===== config.mk =====
export PLATFORM = sky130hd
export DESIGN_NAME = seq_multiplier_flat
export DESIGN_NICKNAME = d
export VERILOG_FILES = /design/src/rtl/seq_multiplier_if.sv /design/src/rtl/seq_multiplier.sv /design/src/flat_wrapper.sv
export SDC_FILE = /design/constraint.sdc
export NUM_CORES = 1
export LEC_CHECK = 0
export ABC_AREA = 0
export BUFFER_PORTS_ARGS = -buffer_cell sky130_fd_sc_hd__buf_2
export CORE_MARGIN = 2
export CORE_UTILIZATION = 50
export DETAILED_ROUTE_END_ITERATION = 16
export PLACE_DENSITY = 0.69
export SETUP_SLACK_MARGIN = 0.05
export SLEW_MARGIN = 20
export SYNTH_ARGS = -nofsm -noshare
export SYNTH_HDL_FRONTEND = slang
export SYNTH_SLANG_ARGS = --single-unit

===== constraint.sdc =====
create_clock -name clk -period 8.01 [get_ports clk]
set_input_delay 0.4005 -clock clk [delete_from_list [all_inputs] [get_ports clk]]
set_output_delay 0.4005 -clock clk [all_outputs]
set_load 0.05 [all_outputs]

===== src/rtl/seq_multiplier_if.sv =====
// Operand/result handshake bundle for seq_multiplier. The slave modport is
// the multiplier side; the master modport is the operand source/result consumer.
interface seq_multiplier_if #(
   parameter int WIDTH = 8
);
   logic               in_valid;
   logic               in_ready;
   logic [WIDTH-1:0]   x;
   logic [WIDTH-1:0]   y;
   logic               signed_mode;
   logic               out_valid;
   logic               out_ready;
   logic [2*WIDTH-1:0] o;
   logic               busy;

   modport slave (
      input  in_valid, x, y, signed_mode, out_ready,
      output in_ready, out_valid, o, busy
   );

   modport master (
      output in_valid, x, y, signed_mode, out_ready,
      input  in_ready, out_valid, o, busy
   );
endinterface


===== src/rtl/seq_multiplier.sv =====
// Shift-add multiplier: one partial-product add per clock over WIDTH cycles,
// signed operands handled by sign-magnitude conversion around an unsigned core.
module seq_multiplier #(
   parameter int WIDTH     = 8,
   parameter bit SIGNED_EN = 1'b1
) (
   input  logic                 clk,
   input  logic                 rst_n,
   seq_multiplier_if.slave      mul_if
);
   localparam int CW = (WIDTH > 2) ? $clog2(WIDTH) : 1;

   typedef enum logic [1:0] {IDLE, CALC, DONE} state_t;

   state_t             state_q;
   logic [2*WIDTH-1:0] mcand_q;
   logic [WIDTH-1:0]   mplier_q;
   logic [2*WIDTH-1:0] acc_q;
   logic [CW-1:0]      count_q;
   logic               neg_q;
   logic [2*WIDTH-1:0] o_q;
   logic               out_valid_q;

   logic               eff_signed;
   logic [WIDTH-1:0]   x_abs;
   logic [WIDTH-1:0]   y_abs;
   logic [2*WIDTH-1:0] acc_d;
   logic [2*WIDTH-1:0] res_d;

   // NOTE: every signal is given a value on all paths here so no latch is inferred.
   always_comb begin
      eff_signed = SIGNED_EN && mul_if.signed_mode;
      // -2^(W-1) negates to itself, which read as unsigned is its magnitude.
      x_abs      = (eff_signed && mul_if.x[WIDTH-1]) ? -mul_if.x : mul_if.x;
      y_abs      = (eff_signed && mul_if.y[WIDTH-1]) ? -mul_if.y : mul_if.y;
      acc_d      = acc_q + (mplier_q[0] ? mcand_q : '0);
      res_d      = neg_q ? -acc_d : acc_d;
   end

   // NOTE: sequential state uses non-blocking assignments so every register
   // samples pre-edge values regardless of statement order.
   always_ff @(posedge clk or negedge rst_n) begin
      if (!rst_n) begin
         state_q     <= IDLE;
         mcand_q     <= '0;
         mplier_q    <= '0;
         acc_q       <= '0;
         count_q     <= '0;
         neg_q       <= 1'b0;
         o_q         <= '0;
         out_valid_q <= 1'b0;
      end else begin
         case (state_q)
            IDLE: begin
               if (mul_if.in_valid) begin
                  mcand_q  <= {{WIDTH{1'b0}}, x_abs};
                  mplier_q <= y_abs;
                  neg_q    <= eff_signed & (mul_if.x[WIDTH-1] ^ mul_if.y[WIDTH-1]);
                  acc_q    <= '0;
                  count_q  <= '0;
                  state_q  <= CALC;
               end
            end
            CALC: begin
               acc_q    <= acc_d;
               mcand_q  <= mcand_q << 1;
               mplier_q <= mplier_q >> 1;
               count_q  <= count_q + 1'b1;
               if (count_q == CW'(WIDTH - 1)) begin
                  o_q         <= res_d;
                  out_valid_q <= 1'b1;
                  state_q     <= DONE;
               end
            end
            DONE: begin
               if (mul_if.out_ready) begin
                  out_valid_q <= 1'b0;
                  state_q     <= IDLE;
               end
            end
            default: state_q <= IDLE;
         endcase
      end
   end

   assign mul_if.in_ready  = (state_q == IDLE);
   assign mul_if.busy      = (state_q != IDLE);
   assign mul_if.out_valid = out_valid_q;
   assign mul_if.o         = o_q;
endmodule


===== src/flat_wrapper.sv =====
// flat-port wrapper written by rule: the top's interface ports become plain ports
module seq_multiplier_flat 
#(
   parameter int WIDTH     = 8,
   parameter bit SIGNED_EN = 1'b1
)
  (clk, rst_n, mul_if_in_valid, mul_if_x, mul_if_y, mul_if_signed_mode, mul_if_out_ready, mul_if_in_ready, mul_if_out_valid, mul_if_o, mul_if_busy);
  seq_multiplier_if #(.WIDTH(WIDTH)) mul_if_i ();
  input  logic clk;
  input  logic rst_n;
  input wire logic [$bits(mul_if_i.in_valid)-1:0] mul_if_in_valid;
  input wire logic [$bits(mul_if_i.x)-1:0] mul_if_x;
  input wire logic [$bits(mul_if_i.y)-1:0] mul_if_y;
  input wire logic [$bits(mul_if_i.signed_mode)-1:0] mul_if_signed_mode;
  input wire logic [$bits(mul_if_i.out_ready)-1:0] mul_if_out_ready;
  output wire logic [$bits(mul_if_i.in_ready)-1:0] mul_if_in_ready;
  output wire logic [$bits(mul_if_i.out_valid)-1:0] mul_if_out_valid;
  output wire logic [$bits(mul_if_i.o)-1:0] mul_if_o;
  output wire logic [$bits(mul_if_i.busy)-1:0] mul_if_busy;
  assign mul_if_i.in_valid = mul_if_in_valid;
  assign mul_if_i.x = mul_if_x;
  assign mul_if_i.y = mul_if_y;
  assign mul_if_i.signed_mode = mul_if_signed_mode;
  assign mul_if_i.out_ready = mul_if_out_ready;
  assign mul_if_in_ready = mul_if_i.in_ready;
  assign mul_if_out_valid = mul_if_i.out_valid;
  assign mul_if_o = mul_if_i.o;
  assign mul_if_busy = mul_if_i.busy;
  seq_multiplier #(.WIDTH(WIDTH), .SIGNED_EN(SIGNED_EN)) u_core (.clk(clk), .rst_n(rst_n), .mul_if(mul_if_i));
endmodule

==> results_dict.tcl, run 1 <==
set metrics [dict create \
    synth_top_family_by_area "compound AO/OA/AOI/OAI gates" \
    clock_skew_ns 0.01458 \
    pwr-share-comb_pct 56.9 \
    synth_warnings 0 \
    rrSetupSlack_ns 4.45 \
    track_usage_pct 20.31 \
    fp.dieW_microns 92.70 \
    crit_path_end_kind "flip-flop" \
    switching_power_uw 963.9 \
    setup_ws_ns 4.453 \
    crit_end "u_core.mul_if.o[15]$_DFFE_PN0P_" \
    port_buffers 39 \
    synth_xor_area_share_pct 9.288 \
    hp-class "in2async" \
    layout_min_cycle_time_ns 3.557 \
    layout_commonest_cell "nand2_1" \
    post_cts.repair.setup_buffers 0 \
    ys_seq_area_share_pct 40.08 \
    wirelength_microns 7891 \
    dieArea_sq_mm 0.008593 \
    syn_area_sq_mm 0.003934 \
    syn_inst 434 \
    cts_tree "yes" \
    r2r-end "u_core.mul_if.o[15]$_DFFE_PN0P_" \
    cp-startpoint "u_core.mplier_q[0]$_DFFE_PN0P_" \
    clock.fmax_mhz 281.1 \
    cts_max_path_buffers 2 \
    core-area_sq_mm 0.007687 \
    fin_nets 511 \
    slew_headroom_pct 40.32 \
    ys_async_sr_fraction_pct 100.0 \
    start_util_pct 51.17 \
    synth-simple-area-share_pct 18.58 \
    layout-drive-gt1-share_pct 15.61 \
    cts_buffers 9 \
    status "completed" \
    grt_start_max_net_pins 64 \
    synth.net_count 476 \
    num_rows 32 \
    reg2reg_depth 11 \
    tightest_slew_ns 0.8931 \
    firstDrtPassIters 4 \
    power.leakage_uw 0.002044 \
    gr-max-usage-layer "met2" \
    dp_hpwl_microns 5718 \
    yosys-mux-area-fraction_pct 0.7634 \
    required_ns 8.21 \
    path_class "reg2reg" \
    synth_fa_ha_area_share_pct 6.870 \
    swShare_pct 47.94 \
    cts.sinks 63 \
    grt_pass1_wl_microns 13980 \
    rsz0062_at_grt "false" \
    finalSetupViolations 0 \
    ioPinCount 40 \
    peakVddDrop_mv 0.2070 \
    synth-compound-area-share_pct 20.93 \
    wl_per_cell_microns 13.70 \
    grt_pass1_vias 3013 \
    final_cell_mix "70 x nand2_1, 63 x dfrtp_1, 51 x o21ai_0" \
    cap_violations 0 \
    finalMaxSlewViolations 0 \
    drt-initial-drc-count 122 \
    dp_slack_ns 4.474 \
    finalHoldViolations 0 \
    ys_seq_elements 63 \
    grtUsageMet1_pct 27.53 \
    fp.dieH_microns 92.70 \
    p_int_uw 1047 \
    routed_via_density 5.441 \
    seqPwrFrac_pct 27.9 \
    ant_nets 0 \
    clkPwrFrac_pct 15.3 \
    worstReg2RegStart "u_core.mplier_q[0]$_DFFE_PN0P_" \
    clk_pin_slew_worst_paths_ns 0.07 \
    cp_max_fo 17 \
    avgSynthCellArea_sq_um 9.064 \
    ys_types 50 \
    insertion_delay_ns 0.34 \
    fin_setup_tns_ns 0 \
    synth_edf_count 0 \
    min_period_over_period_pct 44.41 \
    antennaDiodeCount 0 \
    route.detailed.drc 0 \
    met3_usage_pct 3.173 \
    gp_congestion 0.8692 \
    cts_hold_buf 0 \
    cp.arrival_ns 3.76 \
    grt_overflow 0 \
    cts_resized 0 \
    synth-main-ff-cell "dfrtp_1" \
    cp-start-kind "flip-flop" \
    antenna_found_initial 0 \
    power_density_mw_per_mm2 455.2 \
    cts_max_level 3 \
    areaGrowthSynthToFinish_pct 12.28 \
    cts-root-buf "clkbuf_8" \
    grtUsageMet2_pct 33.09 \
    vias 3134 \
]
## per-stage QoR
step	area (sq um)	std cells	hold WS [ns]	util [%]	power, uW
after floorplan	3934	434	0.1049	-	1469
after global placement	4193	560	0.4558	54.54	1680
after detailed placement	4193	560	0.4648	54.54	1709
after CTS	4414	576	0.2220	57.42	2021
after global routing	4417	576	0.2277	57.45	2194
final	4417	576	0.2057	57.45	2011
## cell type report
cell class | instances | area, sq um
Inverter | 11 | 41.29
Clock buffer | 10 | 137.6
Sequential cell | 63 | 1577
Clock inverter | 6 | 83.83
Multi-Input combinational cell | 341 | 2225
Timing Repair Buffer | 43 | 225.2
Tap cell | 102 | 127.6
Fill cell | 724 | 3271
## synthesized netlist by cell type (3+ instances only)
cell      count  area share [%]
nor3_1        5            0.64
mux2i_1       3            0.76
a21oi_1      16             2.0
inv_1        11             1.0
o21ai_0      51             6.5
xnor2_1      23             5.1
a31oi_1       3            0.48
nand2_1      71             6.8
clkbuf_1     15             1.4
and2_1       17             2.7
nor2_1       19             1.8
nand3_1      32             4.1
nand4_1       3            0.48
a22oi_1      13             2.5
a211oi_1      4            0.76
o21ai_1       3            0.38
dfrtp_1      63              40
ha_1         20             6.4
a21boi_0      3            0.57
a22o_1        3            0.67
o31ai_1       6             1.1
xor2_1       15             3.3
## cells by family after synthesis
logic type | after synthesis
fa+ha+maj | 21
simple gates | 157
mux | 3
xor+xnor | 40
buf+inv | 30
compound gates | 120
flops | 63
## state kept, by name, summed over array words and instances, names as in the netlist
signal,flops
u_core.mplier_q,8
u_core.neg_q,1
u_core.count_q,3
u_core.mul_if.o,16
u_core.mul_if.out_valid,1
u_core.mcand_q,16
u_core.acc_q,16
u_core.state_q,2
## power groups by stage
stage | clock network (uW) | registers (uW) | logic, uW
global placement | 0 | 558 | 1120
finish | 307 | 560 | 1140
floorplan | 0 | 657 | 812
detailed placement | 0 | 565 | 1140
global route | 327 | 582 | 1290
CTS | 312 | 560 | 1150
## critical path, stage by stage (launching register included)
cell and delay, ns:
dfrtp_1 0.51, and2_1 0.20, ha_1 0.24, fa_1 0.44
a211oi_1 0.29, o21ai_1 0.13, a21boi_0 0.24, xor2_1 0.38
o2111ai_2 0.25, o41ai_1 0.48, xnor2_1 0.17, o21ai_1 0.07
## worst min-delay path by stage
stage                                           end  slack [ns]                       startpoint  cells after the start
floorplan               u_core.acc_q[0]$_DFFE_PN0P_        0.10                            rst_n                      0
global placement     u_core.mul_if.o[6]$_DFFE_PN0P_        0.46   u_core.mul_if.o[6]$_DFFE_PN0P_                      2
detailed placement  u_core.mul_if.o[10]$_DFFE_PN0P_        0.46  u_core.mul_if.o[10]$_DFFE_PN0P_                      2
global route          u_core.state_q[1]$_DFFE_PN0P_        0.23                 mul_if_out_ready                      2
CTS                   u_core.state_q[1]$_DFFE_PN0P_        0.22                 mul_if_out_ready                      2
finish               u_core.mul_if.o[2]$_DFFE_PN0P_        0.21                            rst_n                      2
## layer usage
layer / part of all wire, % / up-vias
met1: 48 / 1463
li1: - / 1601
met4: 1.6 / 0
met2: 46 / 60
met5: 0 / -
met3: 3.7 / 10
(Power assumes the default switching activity.)
==> run 2: changes to the inputs <==
PLACE_DENSITY = 0.72   (was 0.69)
clock period = 2.9 ns   (was 8.01 ns; I/O delays follow)
==> results_dict.tcl, run 2 (same netlist as run 1, synthesis figures left out) <==
set metrics [dict create \
    wirelength_microns 8607 \
    firstDrtPassIters 4 \
    gp_congestion 0.8751 \
    antennaDiodeCount 0 \
    vias 3333 \
    start_util_pct 51.17 \
    cts.sinks 63 \
    grt_pass1_wl_microns 14970 \
    areaGrowthSynthToFinish_pct 23.89 \
    cp_slowest_cell "dfrtp_2" \
    cts_tree "yes" \
    insertion_delay_ns 0.36 \
    crit_chain "and2_4 -> ha_4 -> fa_2 -> a211oi_2 -> o211ai_1 -> a211oi_2 -> buf_4 -> or3_4 -> nand4b_1 -> o41ai_2 -> xnor2_1 -> o21ai_1" \
    rsz0062_at_grt "true" \
    track_usage_pct 21.73 \
    cp_common_cell "a211oi_2" \
    cts_buffers 9 \
    finalMaxSlewViolations 0 \
    grtUsageMet1_pct 29.10 \
    required_ns 3.11 \
    cap_violations 0 \
    fin_setup_tns_ns -0.1441 \
    clk_pin_slew_worst_paths_ns 0.09 \
    met3_usage_pct 4.312 \
    clock.fmax_mhz 331.8 \
    timing.hold.ws_ns 0.05881 \
    ant_nets 0 \
    antenna_found_initial 0 \
    dieArea_sq_mm 0.008593 \
    grtUsageMet2_pct 35.34 \
    peakVddDrop_mv 0.6025 \
    crit_path_end_kind "flip-flop" \
    route.detailed.drc 0 \
    path_buf_inv 1 \
    grt_overflow 0 \
    final_cell_mix "70 x nand2_1, 62 x dfrtp_1, 44 x o21ai_0" \
    path_delay_family "compound AO/OA/AOI/OAI gates" \
    layout_commonest_cell "nand2_1" \
    power_density_mw_per_mm2 1287 \
    grt_start_max_net_pins 64 \
    cp.arrival_ns 3.22 \
    ioPinCount 40 \
    wl_per_cell_microns 13.95 \
    path_class "reg2reg" \
    routed_via_density 5.402 \
    clock_skew_ns 0.01912 \
    port_buffers 39 \
    layout-drive-gt1-share_pct 27.18 \
    cp_max_fo 6 \
    slowest_delay_ns 0.43 \
    cts-root-buf "clkbuf_8" \
    tightest_slew_ns 1.041 \
    nFillCells 651 \
    gr-max-usage-layer "met2" \
    min_period_over_period_pct 103.9 \
    core-area_sq_mm 0.007687 \
    cp-start-kind "flip-flop" \
    slew_headroom_pct 30.45 \
    violations "setup timing" \
    finalHoldViolations 0 \
    finalSetupViolations 3 \
    cts_max_path_buffers 2 \
    drt-initial-drc-count 178 \
    hp-class "in2reg" \
    fp.dieW_microns 92.70 \
    fp.dieH_microns 92.70 \
    grt_pass1_vias 3257 \
    fin_nets 552 \
    cts_max_level 3 \
    dp_hpwl_microns 6128 \
    layout_min_cycle_time_ns 3.014 \
    num_rows 32 \
    power.leakage_uw 0.002223 \
    setup_ws_ns -0.1137 \
    status "finished with violations" \
]
## run 2: cell count changes in the layout (fill, tap and decap cells not counted), sizes merged
cell and delta:
inv +3, bufinv -2, clkbuf -1, clkinvlp +2, dlygate4sd3 +2, buf +39, clkinv -2
## run 2: layout make-up
type	instances	area (sq um)	share of cell area, %
Clock buffer	9	123.9	2.542
Clock inverter	7	55.05	1.130
Inverter	11	41.29	0.8472
Multi-Input combinational cell	341	2410	49.45
Sequential cell	63	1578	32.37
Tap cell	102	127.6	2.619
Timing Repair Buffer	84	538.0	11.04
## run 2: through the flow
| step | instance area (sq um) | total power (uW) | worst slack, ns | cells | util, % |
|---|---|---|---|---|---|
| after floorplan | 4001 | 4140 | -0.004688 | 434 | - |
| after global placement | 4484 | 5143 | -0.07292 | 590 | 58.33 |
| after detailed placement | 4484 | 5236 | -0.1533 | 590 | 58.33 |
| after CTS | 4810 | 6141 | -0.03905 | 616 | 62.57 |
| after global routing | 4873 | 6817 | -0.2521 | 617 | 63.40 |
| final | 4873 | 6270 | -0.1137 | 617 | 63.40 |
## run 2: report_power, final
group          switching [uW]  internal (uW)  leakage (uW)
logic                    2350           1670       0.00134
registers                 278           1270      0.000800
clock network             385            318     0.0000866
## run 2: repair_timing
action                     CTS  global route
setup endpoints to repair    5             9
pin swaps                    9             9
hold endpoints to repair    64             0
buffers inserted             8             1
resized for setup           18            14
hold buffers                 2             0
## run 2: layer usage
metal,share of wire [%],wire length [microns]
met1,48,4169
met2,46,3941
met3,4.2,365
met4,1.5,131
met5,0,0
## run 2: worst paths after layout
path                                            startpoint                         endpoint  slack (ns)  cells after the start
hold reg to reg            u_core.mul_if.o[10]$_DFFE_PN0P_  u_core.mul_if.o[10]$_DFFE_PN0P_        0.47                      2
setup reg to reg            u_core.mplier_q[0]$_DFFE_PN0P_  u_core.mul_if.o[15]$_DFFE_PN0P_       -0.11                     12
min in group asynchronous                            rst_n   u_core.mul_if.o[4]$_DFFE_PN0P_        0.48                      3
setup / recovery            u_core.mplier_q[0]$_DFFE_PN0P_  u_core.mul_if.o[15]$_DFFE_PN0P_       -0.11                     12
hold / removal                                 mul_if_y[7]   u_core.mplier_q[7]$_DFFE_PN0P_        0.06                      3
max in group asynchronous                            rst_n   u_core.mplier_q[0]$_DFFE_PN0P_        1.83                      3
## run 2: worst min-delay path, stage by stage
cell and delay (ns):
buf_2 0.13, nand3_1 0.07, nand2_1 0.04
==> run 3: changes to the inputs <==
MAX_ROUTING_LAYER = met4   (was unset)
==> results_dict.tcl, run 3 (same netlist as run 1, synthesis figures left out) <==
set metrics [dict create \
    path_delay_family "compound AO/OA/AOI/OAI gates" \
    slowest_delay_ns 0.44 \
    rsz0062_at_grt "true" \
    power_density_mw_per_mm2 1348 \
    path_class "reg2reg" \
    port_buffers 39 \
    antenna_found_initial 0 \
    start_util_pct 51.17 \
    clock.fmax_mhz 329.4 \
    grt_overflow 0 \
    holdPathStages 3 \
    min_period_over_period_pct 104.7 \
    cp_max_fo 6 \
    violations "setup timing" \
    ant_nets 0 \
    insertion_delay_ns 0.35 \
    required_ns 3.10 \
    layout_commonest_cell "nand2_1" \
    core-area_sq_mm 0.007687 \
    fin_nets 565 \
    routed_via_density 5.583 \
    r2r-end "u_core.mul_if.o[12]$_DFFE_PN0P_" \
    power.leakage_uw 0.002316 \
    cts_tree "yes" \
    cts.sinks 63 \
    fp.dieH_microns 92.70 \
    vias 3517 \
    dp_hpwl_microns 6176 \
    final_cell_mix "70 x nand2_1, 62 x dfrtp_1, 55 x buf_4" \
    fp.dieW_microns 92.70 \
    final_util_pct 66.05 \
    reg2reg_depth 12 \
    hold_path_end "u_core.mplier_q[7]$_DFFE_PN0P_" \
    crit_path_end_kind "flip-flop" \
    clock_skew_ns 0.009411 \
    dp_slack_ns -0.1449 \
    drt-initial-drc-count 198 \
    finalMaxSlewViolations 0 \
    setup_ws_ns -0.1357 \
    cp.arrival_ns 3.23 \
    num_rows 32 \
    cts-root-buf "clkbuf_8" \
    peakVddDrop_mv 0.5062 \
    rrSetupSlack_ns -0.14 \
    route.detailed.drc 0 \
    status "finished with violations" \
    cts_max_level 3 \
    cts_buffers 9 \
    ioPinCount 40 \
    cts_max_path_buffers 2 \
    hp-class "in2reg" \
    cp-start-kind "flip-flop" \
    wirelength_microns 9435 \
    tightest_slew_ns 1.077 \
    grt_pass1_wl_microns 14940 \
    track_usage_pct 22.53 \
    hold_start "mul_if_y[7]" \
    finalSetupViolations 6 \
    finalHoldViolations 0 \
    firstDrtPassIters 5 \
    slew_headroom_pct 28.06 \
    dieArea_sq_mm 0.008593 \
    layout_min_cycle_time_ns 3.036 \
    antennaDiodeCount 0 \
    path_buf_inv 1 \
    cp_slowest_cell "dfrtp_2" \
    worstReg2RegStart "u_core.mplier_q[0]$_DFFE_PN0P_" \
    wl_per_cell_microns 14.98 \
    areaGrowthSynthToFinish_pct 29.07 \
    clk_pin_slew_worst_paths_ns 0.08 \
    gp_congestion 0.8685 \
    grt_pass1_vias 3206 \
    layout-drive-gt1-share_pct 30.11 \
    cap_violations 0 \
    p_total_uw 6845 \
    grt_start_max_net_pins 64 \
    crit_chain "and2_4 -> ha_4 -> fa_2 -> a211oi_2 -> o211ai_1 -> a21o_1 -> a211oi_4 -> o2111ai_4 -> buf_4 -> o31ai_4 -> xor2_1 -> o21ai_0" \
]
## run 3: cell count changes in the layout (fill, tap and decap cells not counted), sizes merged
cell / delta
inv: -3
clkinv: +1
clkinvlp: -1
bufinv: +2
buf: +13
clkbuf: +1
## run 3: report_power, final
part	internal, uW	switching, uW
clock	511	364
combinational	1880	2530
sequential	1270	293
## run 3: metrics by stage
stage / std cells / setup TNS [ns] / area (sq um) / hold slack, ns
3_3_place_gp: 590 / -0.1489 / 4484 / 0.3480
6_report: 630 / -0.5526 / 5077 / 0.07009
5_1_grt: 630 / -1.505 / 5077 / 0.06370
2_1_floorplan: 434 / -0.009125 / 4001 / -0.1506
4_1_cts: 618 / -0.2328 / 4930 / 0.05647
3_5_place_dp: 590 / -0.4350 / 4484 / 0.3564
## run 3: worst max-delay path by stage
stage | slack, ns | end | from | cells past startpoint
2_1_floorplan | -0.005 | u_core.mul_if.o[14]$_DFFE_PN0P_ | u_core.mplier_q[0]$_DFFE_PN0P_ | 12
3_3_place_gp | -0.07 | u_core.mul_if.o[15]$_DFFE_PN0P_ | u_core.mplier_q[0]$_DFFE_PN0P_ | 10
3_5_place_dp | -0.14 | u_core.mul_if.o[14]$_DFFE_PN0P_ | u_core.mplier_q[0]$_DFFE_PN0P_ | 10
4_1_cts | -0.1 | u_core.mul_if.o[14]$_DFFE_PN0P_ | u_core.mplier_q[0]$_DFFE_PN0P_ | 11
5_1_grt | -0.30 | u_core.mul_if.o[15]$_DFFE_PN0P_ | u_core.mplier_q[0]$_DFFE_PN0P_ | 12
6_report | -0.14 | u_core.mul_if.o[12]$_DFFE_PN0P_ | u_core.mplier_q[0]$_DFFE_PN0P_ | 12
## run 3: repair_timing
action	in CTS	in global routing
resized for setup	30	14
buffers inserted	10	12
endpoints found under the setup margin	5	10
endpoints found under the hold margin	64	0
pin swaps	14	12
hold buffers	2	0
## run 3: area by class of cell
class	instances	area (sq um)
Timing Repair Buffer	97	639.4
Clock inverter	6	93.84
Inverter	11	41.29
Sequential cell	63	1578
Tap cell	102	127.6
Clock buffer	10	137.6
Fill cell	613	2610
Multi-Input combinational cell	341	2460
## run 3: routing by layer
| layer | wire (microns) | track usage (%) | vias to the layer above |
|---|---|---|---|
| met3 | 363 | 3.417 | 27 |
| li1 | - | - | 1712 |
| met5 | 0 | - | - |
| met2 | 4477 | 35.46 | 104 |
| met1 | 4325 | 29.49 | 1674 |
| met4 | 269 | 9.191 | 0 |
## run 3: worst register-to-register path, delay by kind of cell (launching register included)
kind / cells / cell delay [ns]
flops: 1 / 0.44
xor+xnor: 1 / 0.17
fa+ha+maj: 2 / 0.55
compound gates: 7 / 1.38
simple gates: 1 / 0.16
buf+inv: 1 / 0.19
